`config.mk`:
```
export PLATFORM = sky130hd
export DESIGN_NAME = trng_ehr_rd_ctrl
export DESIGN_NICKNAME = d
export VERILOG_FILES = /design/src/rtl/trng_ehr_rd_ctrl_pkg.sv /design/src/rtl/trng_ehr_word_mux.sv /design/src/rtl/trng_ehr_rd_ctrl.sv
export SDC_FILE = /design/constraint.sdc
export NUM_CORES = 1
export LEC_CHECK = 0
export ABC_AREA = 1
export BUFFER_PORTS_ARGS = -buffer_cell sky130_fd_sc_hd__buf_4
export CORE_MARGIN = 4
export CORE_UTILIZATION = 57
export CTS_CLUSTER_SIZE = 30
export DETAILED_ROUTE_END_ITERATION = 8
export PLACE_DENSITY = 0.85
export SLEW_MARGIN = 20
export SYNTH_ARGS = -nofsm -noshare
export SYNTH_HDL_FRONTEND = slang
export SYNTH_SLANG_ARGS = --single-unit
export TNS_END_PERCENT = 5
```
`constraint.sdc`:
```
create_clock -name rng_clk -period 5.2 [get_ports rng_clk]
set_input_delay 0.52 -clock rng_clk [delete_from_list [all_inputs] [get_ports rng_clk]]
set_output_delay 0.52 -clock rng_clk [all_outputs]
set_load 0.005 [all_outputs]
```
`src/rtl/trng_ehr_rd_ctrl_pkg.sv`:
```
// Shared constants and FSM state encoding for the TRNG EHR read controller.
package trng_ehr_rd_ctrl_pkg;

  localparam int EHR_WIDTH_DEF = 192;
  localparam int WORD_W_DEF    = 32;
  localparam int IDX_W_DEF     = 3;

  typedef enum logic [1:0] {
    ST_IDLE   = 2'd0,
    ST_STREAM = 2'd1,
    ST_DONE   = 2'd2
  } ehr_state_e;

endpackage

```
`src/rtl/trng_ehr_word_mux.sv`:
```
// Combinational word selector: picks word idx out of the EHR shadow and flags the final word.
module trng_ehr_word_mux
  import trng_ehr_rd_ctrl_pkg::*;
#(
  parameter int EHR_WIDTH = EHR_WIDTH_DEF,
  parameter int WORD_W    = WORD_W_DEF,
  parameter int IDX_W     = IDX_W_DEF
) (
  input  logic [EHR_WIDTH-1:0] shadow,
  input  logic [IDX_W-1:0]     idx,
  output logic [WORD_W-1:0]    word,
  output logic                 last
);

  localparam int NUM_WORDS = EHR_WIDTH / WORD_W;

  logic [WORD_W-1:0] word_arr [NUM_WORDS];

  generate
    for (genvar gi = 0; gi < NUM_WORDS; gi++) begin : g_split
      assign word_arr[gi] = shadow[gi*WORD_W +: WORD_W];
    end
  endgenerate

  // Out-of-range indices resolve to zero rather than reading past the shadow.
  always_comb begin
    word = '0;
    for (int i = 0; i < NUM_WORDS; i++) begin
      if (idx == IDX_W'(i)) word = word_arr[i];
    end
  end

  assign last = (idx == IDX_W'(NUM_WORDS - 1));

endmodule

```
`src/rtl/trng_ehr_rd_ctrl.sv`:
```
// Snapshots a full EHR and streams it LSW-first over valid/ready, with read strobes back to the TRNG.
// Optional TRNG_EHR_ZEROIZE_EN: wipe each consumed word, and the whole shadow on soft reset.
module trng_ehr_rd_ctrl
  import trng_ehr_rd_ctrl_pkg::*;
#(
  parameter int EHR_WIDTH = EHR_WIDTH_DEF,
  parameter int WORD_W    = WORD_W_DEF,
  parameter int IDX_W     = IDX_W_DEF
) (
  input  logic                 rng_clk,
  input  logic                 rst_n,
  input  logic                 ehr_valid_in,
  input  logic [EHR_WIDTH-1:0] ehr_data,
  input  logic                 rst_trng_logic,
  input  logic                 out_ready,
  output logic                 out_valid,
  output logic [WORD_W-1:0]    out_data,
  output logic                 out_last,
  output logic                 ehr_word_rd,
  output logic                 ehr_rd_done,
  output logic                 in_mid_rd,
  output logic [IDX_W-1:0]     words_left
);

  localparam int NUM_WORDS = EHR_WIDTH / WORD_W;

  ehr_state_e           state_q, state_d;
  logic [IDX_W-1:0]     idx_q, idx_d;
  logic [IDX_W-1:0]     words_left_q, words_left_d;
  logic [EHR_WIDTH-1:0] shadow_q, shadow_d;
  logic                 in_mid_rd_q, in_mid_rd_d;

  logic [WORD_W-1:0]    mux_word;
  logic                 mux_last;
  logic                 handshake;

  trng_ehr_word_mux #(
    .EHR_WIDTH (EHR_WIDTH),
    .WORD_W    (WORD_W),
    .IDX_W     (IDX_W)
  ) u_word_mux (
    .shadow (shadow_q),
    .idx    (idx_q),
    .word   (mux_word),
    .last   (mux_last)
  );

  // Soft reset wins over a same-cycle handshake, so the word is not counted as consumed.
  assign handshake = (state_q == ST_STREAM) && out_ready && !rst_trng_logic;

  always_ff @(posedge rng_clk) begin
    if (!rst_n) begin
      state_q      <= ST_IDLE;
      idx_q        <= '0;
      words_left_q <= '0;
      shadow_q     <= '0;
      in_mid_rd_q  <= 1'b0;
    end else begin
      state_q      <= state_d;
      idx_q        <= idx_d;
      words_left_q <= words_left_d;
      shadow_q     <= shadow_d;
      in_mid_rd_q  <= in_mid_rd_d;
    end
  end

  always_comb begin
    state_d      = state_q;
    idx_d        = idx_q;
    words_left_d = words_left_q;
    shadow_d     = shadow_q;
    in_mid_rd_d  = in_mid_rd_q;

    if (rst_trng_logic) begin
      state_d      = ST_IDLE;
      idx_d        = '0;
      words_left_d = '0;
      in_mid_rd_d  = 1'b0;
`ifdef TRNG_EHR_ZEROIZE_EN
      shadow_d     = '0;
`endif
    end else begin
      case (state_q)
        ST_IDLE: begin
          if (ehr_valid_in) begin
            shadow_d     = ehr_data;
            idx_d        = '0;
            words_left_d = IDX_W'(NUM_WORDS);
            state_d      = ST_STREAM;
          end
        end
        ST_STREAM: begin
          if (handshake) begin
            words_left_d = words_left_q - IDX_W'(1);
            in_mid_rd_d  = !mux_last;
`ifdef TRNG_EHR_ZEROIZE_EN
            for (int i = 0; i < NUM_WORDS; i++) begin
              if (idx_q == IDX_W'(i)) shadow_d[i*WORD_W +: WORD_W] = '0;
            end
`endif
            // Index parks at 0 after the final word so IDLE/DONE look like reset.
            if (mux_last) begin
              idx_d   = '0;
              state_d = ST_DONE;
            end else begin
              idx_d   = idx_q + IDX_W'(1);
            end
          end
        end
        ST_DONE: begin
          words_left_d = '0;
          in_mid_rd_d  = 1'b0;
          state_d      = ST_IDLE;
        end
        default: begin
          idx_d        = '0;
          words_left_d = '0;
          in_mid_rd_d  = 1'b0;
          state_d      = ST_IDLE;
        end
      endcase
    end
  end

  always_comb begin
    out_valid   = (state_q == ST_STREAM);
    out_data    = (state_q == ST_STREAM) ? mux_word : '0;
    out_last    = (state_q == ST_STREAM) && mux_last;
    ehr_word_rd = handshake;
    ehr_rd_done = (state_q == ST_DONE);
    in_mid_rd   = in_mid_rd_q;
    words_left  = words_left_q;
  end

endmodule

```
==> results of run 1 <==
-- layout by cell type, fill, tap and decap left out, types with 4 or more instances in the layout --
cell type,count
nor2_1,395
o21ai_0,186
dfxtp_1,201
a21oi_1,99
clkbuf_16,23
clkbuf_1,6
clkbuf_8,5
o21ai_1,10
nand4_1,33
nand2_1,173
buf_4,245
inv_1,46
nor2_2,4
nand3_1,68
-- worst max-delay path, stage by stage (launching register included) --
cell,delay [ns]
dfxtp_1,0.32
inv_2,0.76
nand3_2,0.77
buf_4,0.51
nor2_1,0.16
nor2_1,0.06
nand2_1,0.11
nand2_1,0.06
nand2_1,0.09
nand2_1,0.06
buf_4,0.13
-- worst min-delay path by stage --
stage | startpoint | endpoint | cells past startpoint
floorplan | shadow_q[128] | shadow_q[128] | 2
CTS | ehr_data[13] | shadow_q[13] | 3
global placement | shadow_q[152] | shadow_q[152] | 2
finish | ehr_data[13] | shadow_q[13] | 3
global route | ehr_data[98] | shadow_q[98] | 3
detailed placement | shadow_q[153] | shadow_q[153] | 2
-- stage by stage --
stage / total power [W] / hold slack (ns) / cell area [µm²]
finish: 0.00374 / 0.244 / 11400
global route: 0.00388 / 0.244 / 11400
CTS: 0.00376 / 0.232 / 11400
detailed placement: 0.00220 / 0.444 / 10600
global placement: 0.00219 / 0.440 / 10600
floorplan: 0.00200 / 0.430 / 9100
-- cells by family (layout without fill, tap and decap cells) --
family | after synthesis | count (layout) | synth area share [%]
compound gates | 297 | 297 | 16.4
fa+ha+maj | 2 | 2 | 0.275
buf+inv | 153 | 331 | 8.38
flops | 201 | 201 | 44.2
simple gates | 683 | 683 | 30.7
-- power groups by stage --
stage | clock network, W | logic [W] | registers [W]
after floorplan | 0 | 0.000285 | 0.00171
after global placement | 0 | 0.000462 | 0.00173
after detailed placement | 0 | 0.000471 | 0.00173
after CTS | 0.00159 | 0.000476 | 0.00170
after global routing | 0.00164 | 0.000532 | 0.00171
final | 0.00157 | 0.000476 | 0.00170
-- final cells by class --
type	instances	area, µm²
clock buffers	34	667
clock inverters	3	65.1
fillers	1305	4060
inverters	49	189
multi-input cells	982	4320
flip-flops and latches	201	4020
well taps	211	264
repair buffers	245	1840
-- registers in the layout, indices dropped and copies added (netlist names) --
register	count
in_mid_rd	1
idx_q	3
state_q	2
words_left	3
shadow_q	192
-- layer usage --
| metal | GRT usage [%] | part of all wire, % |
|---|---|---|
| met1 | 33.1 | 39 |
| met3 | 6.23 | 7.6 |
| met4 | 11.8 | 4.3 |
| met5 | 0 | 0 |
| met2 | 48.5 | 50 |
==> flow_summary.ini, run 1 <==
[outcome]
status = completed

[placement]
placed_cells = 1688
pre_cts_ws_ns = 1.73
place.gp.congestion = 0.828
hpwl_um = 17500
numPortBuffers = 236

[logic_synthesis]
synth-edff-count = 0
synth.top_cell.area_share_pct = 44.2
yosys.area.top_type = dfxtp_1
synth.most_common_cell = nor2_1
ys.flop_type = dfxtp_1
syn_area_per_cell_um2 = 6.81
netlist_instances = 1336
synth_common_cells = nor2_1 (395), dfxtp_1 (201), o21ai_0 (186), nand2_1 (173), a21oi_1 (99)
ys_types = 25
synth.area.top_cells = dfxtp_1 (44%), nor2_1 (16%), o21ai_0 (10%)
async_flop_share_pct = 0
ys_seq_area_share_pct = 44.2
synthesis.area_um2 = 9100
synth_seq_cells = 201
yosysWarnings = 0
syn_nets = 1535

[global_routing]
grt_max_degree = 164
grt_use_total_pct = 27.9
antenna_found_initial = 0
grt_pass1_wl_um = 41600
grt_pass1_vias = 8634
gr-total-overflow = 0

[pwr]
p_leak_nw = 5.50
p_seq_share_pct = 45.3
max-vdd-ir-drop_mv = 0.250
power_switching_w = 0.000918
clockPowerShare_pct = 41.9
pwr-share-comb_pct = 12.7
p_int_w = 0.00283
power.density_nw_per_um2 = 329
swShare_pct = 24.5

[die]
ioPinCount = 237
start_util_pct = 59.0
core_area_um2 = 15400
die_height_um = 134
die_x_um = 134
dieArea_um2 = 18000
rows = 45

[detailed_routing]
drt_iter0_markers = 754
wl_per_cell_um = 15.5
totalWireLength_um = 26700
avgViaCountPerCell = 5.45
drtPass1Iterations = 5
ant_nets = 0
vias = 9396
drc_errors = 0

[timing]
finalCriticalPeriod_ns = 4.07
timing.final.ws_setup_ns = 1.13
rsz0062_at_grt = no
post-route-period-util_pct = 78.3
slew_headroom_pct = 27.4
hold_viol_final = 0
setup_viol = 0
fin_worst_skew_ns = 0.00722
worstMarginPinSlew_ns = 1.09
fmax_mhz = 246
fin_setup_tns_ns = 0
maxSlewViolCount = 0

[finish]
finish.utilization_pct = 73.7
diodes = 0
fin_cells = 1725
drive_gt1_share_pct = 19.2
layout.nets = 1700
area_delta_synth_final_pct = 25.0

[clock_network]
clock-root-buffer = clkbuf_16
clkTransAtPathRegs_ns = 0.06
clk_latency_ns = 0.50
ctsHoldBuffers = 0
post_cts_buffers = 0
cts_tree = built
cts_resized = 0
clkSinkCount = 201
cts_buffers = 22
clk_path_buf_depth = 3
ctsHtreeMaxLevel = 1

[critical_path]
reg2regPathDepth = 7
rr_startpoint = state_q[0]
end_kind = output port
r2r_setup_slack_ns = 2.44
crit_arrival_ns = 3.55
timing.rr.end = shadow_q[66]
start_kind = flop
crit_type = flop to output port
crit_path_end = out_data[30]
path_max_fanout = 68
cp_data_required_time_ns = 4.68
startpoint = idx_q[2]

[min_path]
hp-class = primary input to flop

[job]
cap_violations = 0
Note: power is estimated with default switching activity, not from simulation.
==> run 2, diff against run 1 <==
- CORE_UTILIZATION: 57 -> 53
- PLACE_DENSITY: 0.85 -> 0.8
- clock period: 5.2 -> 3.95 ns (I/O delays scaled with it)
==> run 2 against run 1 <==
- combinational power rose by 33%
- utilization down 5.6 points
- critical endpoint is now out_data[27]
- largest cell class unchanged
- first-iteration DRC count rose by 14%
- setup slack lost 0.72 ns
- clock skew shrank 0.0011 ns
- highest routed layer unchanged
==> flow_summary.ini, run 2 (synthesis gave the netlist of run 1 again) <==
[pwr]
p_int_w = 0.00361
power.density_nw_per_um2 = 424
p_seq_share_pct = 46.3
swShare_pct = 25.2
power_switching_w = 0.00122
clockPowerShare_pct = 40.5
p_leak_nw = 5.50
power_w = 0.00483
max-vdd-ir-drop_mv = 0.312
pwr-share-comb_pct = 13.2

[finish]
final_cell_mix = nor2_1 (395), buf_4 (247), dfxtp_1 (201)
area_delta_synth_final_pct = 25.0
regArea_um2 = 4020
nFillCells = 1509
largest_reg_flops = 192
final_common_cell = nor2_1
multi_input_area_um2 = 4310
drive_gt1_share_pct = 19.4
top_register = shadow_q
diodes = 0
layout.nets = 1703
fin_cells = 1738
finish.utilization_pct = 68.1

[timing]
maxSlewViolCount = 0
whs_ns = 0.128
slew_headroom_pct = 27.6
post-route-period-util_pct = 89.7
rsz0062_at_grt = no
fmax_mhz = 282
finalCriticalPeriod_ns = 3.54
hold_viol_final = 0
fin_setup_tns_ns = 0
fin_worst_skew_ns = 0.00615
setup_viol = 0
worstMarginPinSlew_ns = 1.09

[critical_path]
path_max_fanout = 49
cp_data_required_time_ns = 3.56
r2r_setup_slack_ns = 1.48
crit_type = flop to output port
reg2regPathDepth = 7
rr_startpoint = state_q[1]
crit_arrival_ns = 3.15
timing.rr.end = shadow_q[104]
start_kind = flop
end_kind = output port

[global_routing]
grt_max_degree = 174
grt_use_total_pct = 27.0
grt_pass1_wl_um = 43600
gr-total-overflow = 0
grt_pass1_vias = 8795
antenna_found_initial = 0

[die]
start_util_pct = 54.5
rows = 47
dieArea_um2 = 19300
die_x_um = 139
die_height_um = 139
core_area_um2 = 16700
ioPinCount = 237

[placement]
hpwl_um = 18300
numPortBuffers = 236
placed_cells = 1701
place.gp.congestion = 0.875

[detailed_routing]
vias = 9417
wl_per_cell_um = 15.9
avgViaCountPerCell = 5.42
ant_nets = 0
drt_iter0_markers = 857
drc_errors = 0
drtPass1Iterations = 5
totalWireLength_um = 27600

[clock_network]
clock-root-buffer = clkbuf_16
clk_path_buf_depth = 3
clkSinkCount = 201
clkTransAtPathRegs_ns = 0.06
ctsHoldBuffers = 0
post_cts_buffers = 0
cts_buffers = 21
clk_latency_ns = 0.49
ctsHtreeMaxLevel = 1
cts_resized = 0
cts_tree = built

[min_path]
hp-start = ehr_data[163]
hold_end = shadow_q[163]
hold_path_depth = 3
hp-class = primary input to flop

[outcome]
status = completed

[job]
cap_violations = 0
## run 2: worst max-delay path by stage
stage	start	to	slack, ns	depth (start not counted)
detailed placement	idx_q[2]	out_data[27]	0.94	10
CTS	idx_q[2]	out_data[27]	0.42	10
global route	idx_q[2]	out_data[9]	0.12	10
finish	idx_q[2]	out_data[27]	0.41	10
global placement	idx_q[2]	out_data[24]	1.03	10
floorplan	idx_q[2]	out_data[10]	1.81	11
## run 2: power by group through the flow
stage | logic [W] | clock network (W) | registers, W
2_1_floorplan | 0.000375 | 0 | 0.00226
3_3_place_gp | 0.000621 | 0 | 0.00227
3_5_place_dp | 0.000630 | 0 | 0.00228
4_1_cts | 0.000635 | 0.00199 | 0.00223
5_1_grt | 0.000714 | 0.00207 | 0.00225
6_report | 0.000635 | 0.00196 | 0.00224
## run 2: routing by layer
layer	global-route usage [%]	share of wire [%]	routed length, µm
met5	0	0	0
met4	11.7	4.6	1280
met3	4.79	7.4	2030
met2	45.8	49	13400
met1	33.8	39	10800
## run 2: cell type report
| cell class | instances | area share (%) |
|---|---|---|
| Inverter | 49 | 1.66 |
| Sequential cell | 201 | 35.4 |
| Multi-Input combinational cell | 982 | 37.9 |
| Tap cell | 220 | 2.42 |
| Clock inverter | 6 | 0.704 |
| Clock buffer | 31 | 5.22 |
| Timing Repair Buffer | 249 | 16.7 |
## run 2: per-stage QoR
step,area (µm²),worst slack [ns]
3_5_place_dp,10700,0.945
4_1_cts,11400,0.420
2_1_floorplan,9100,1.81
3_3_place_gp,10700,1.03
5_1_grt,11400,0.122
6_report,11400,0.406
## run 2: worst max-delay path, cell delays in order, from the launching register on
cell	delay [ns]
dfxtp_1	0.34
inv_2	0.34
nand3_2	0.93
buf_4	0.51
nor2_1	0.09
nor2_1	0.05
nand2_1	0.07
nand2_1	0.06
nand2_1	0.07
nand2_1	0.06
buf_4	0.13
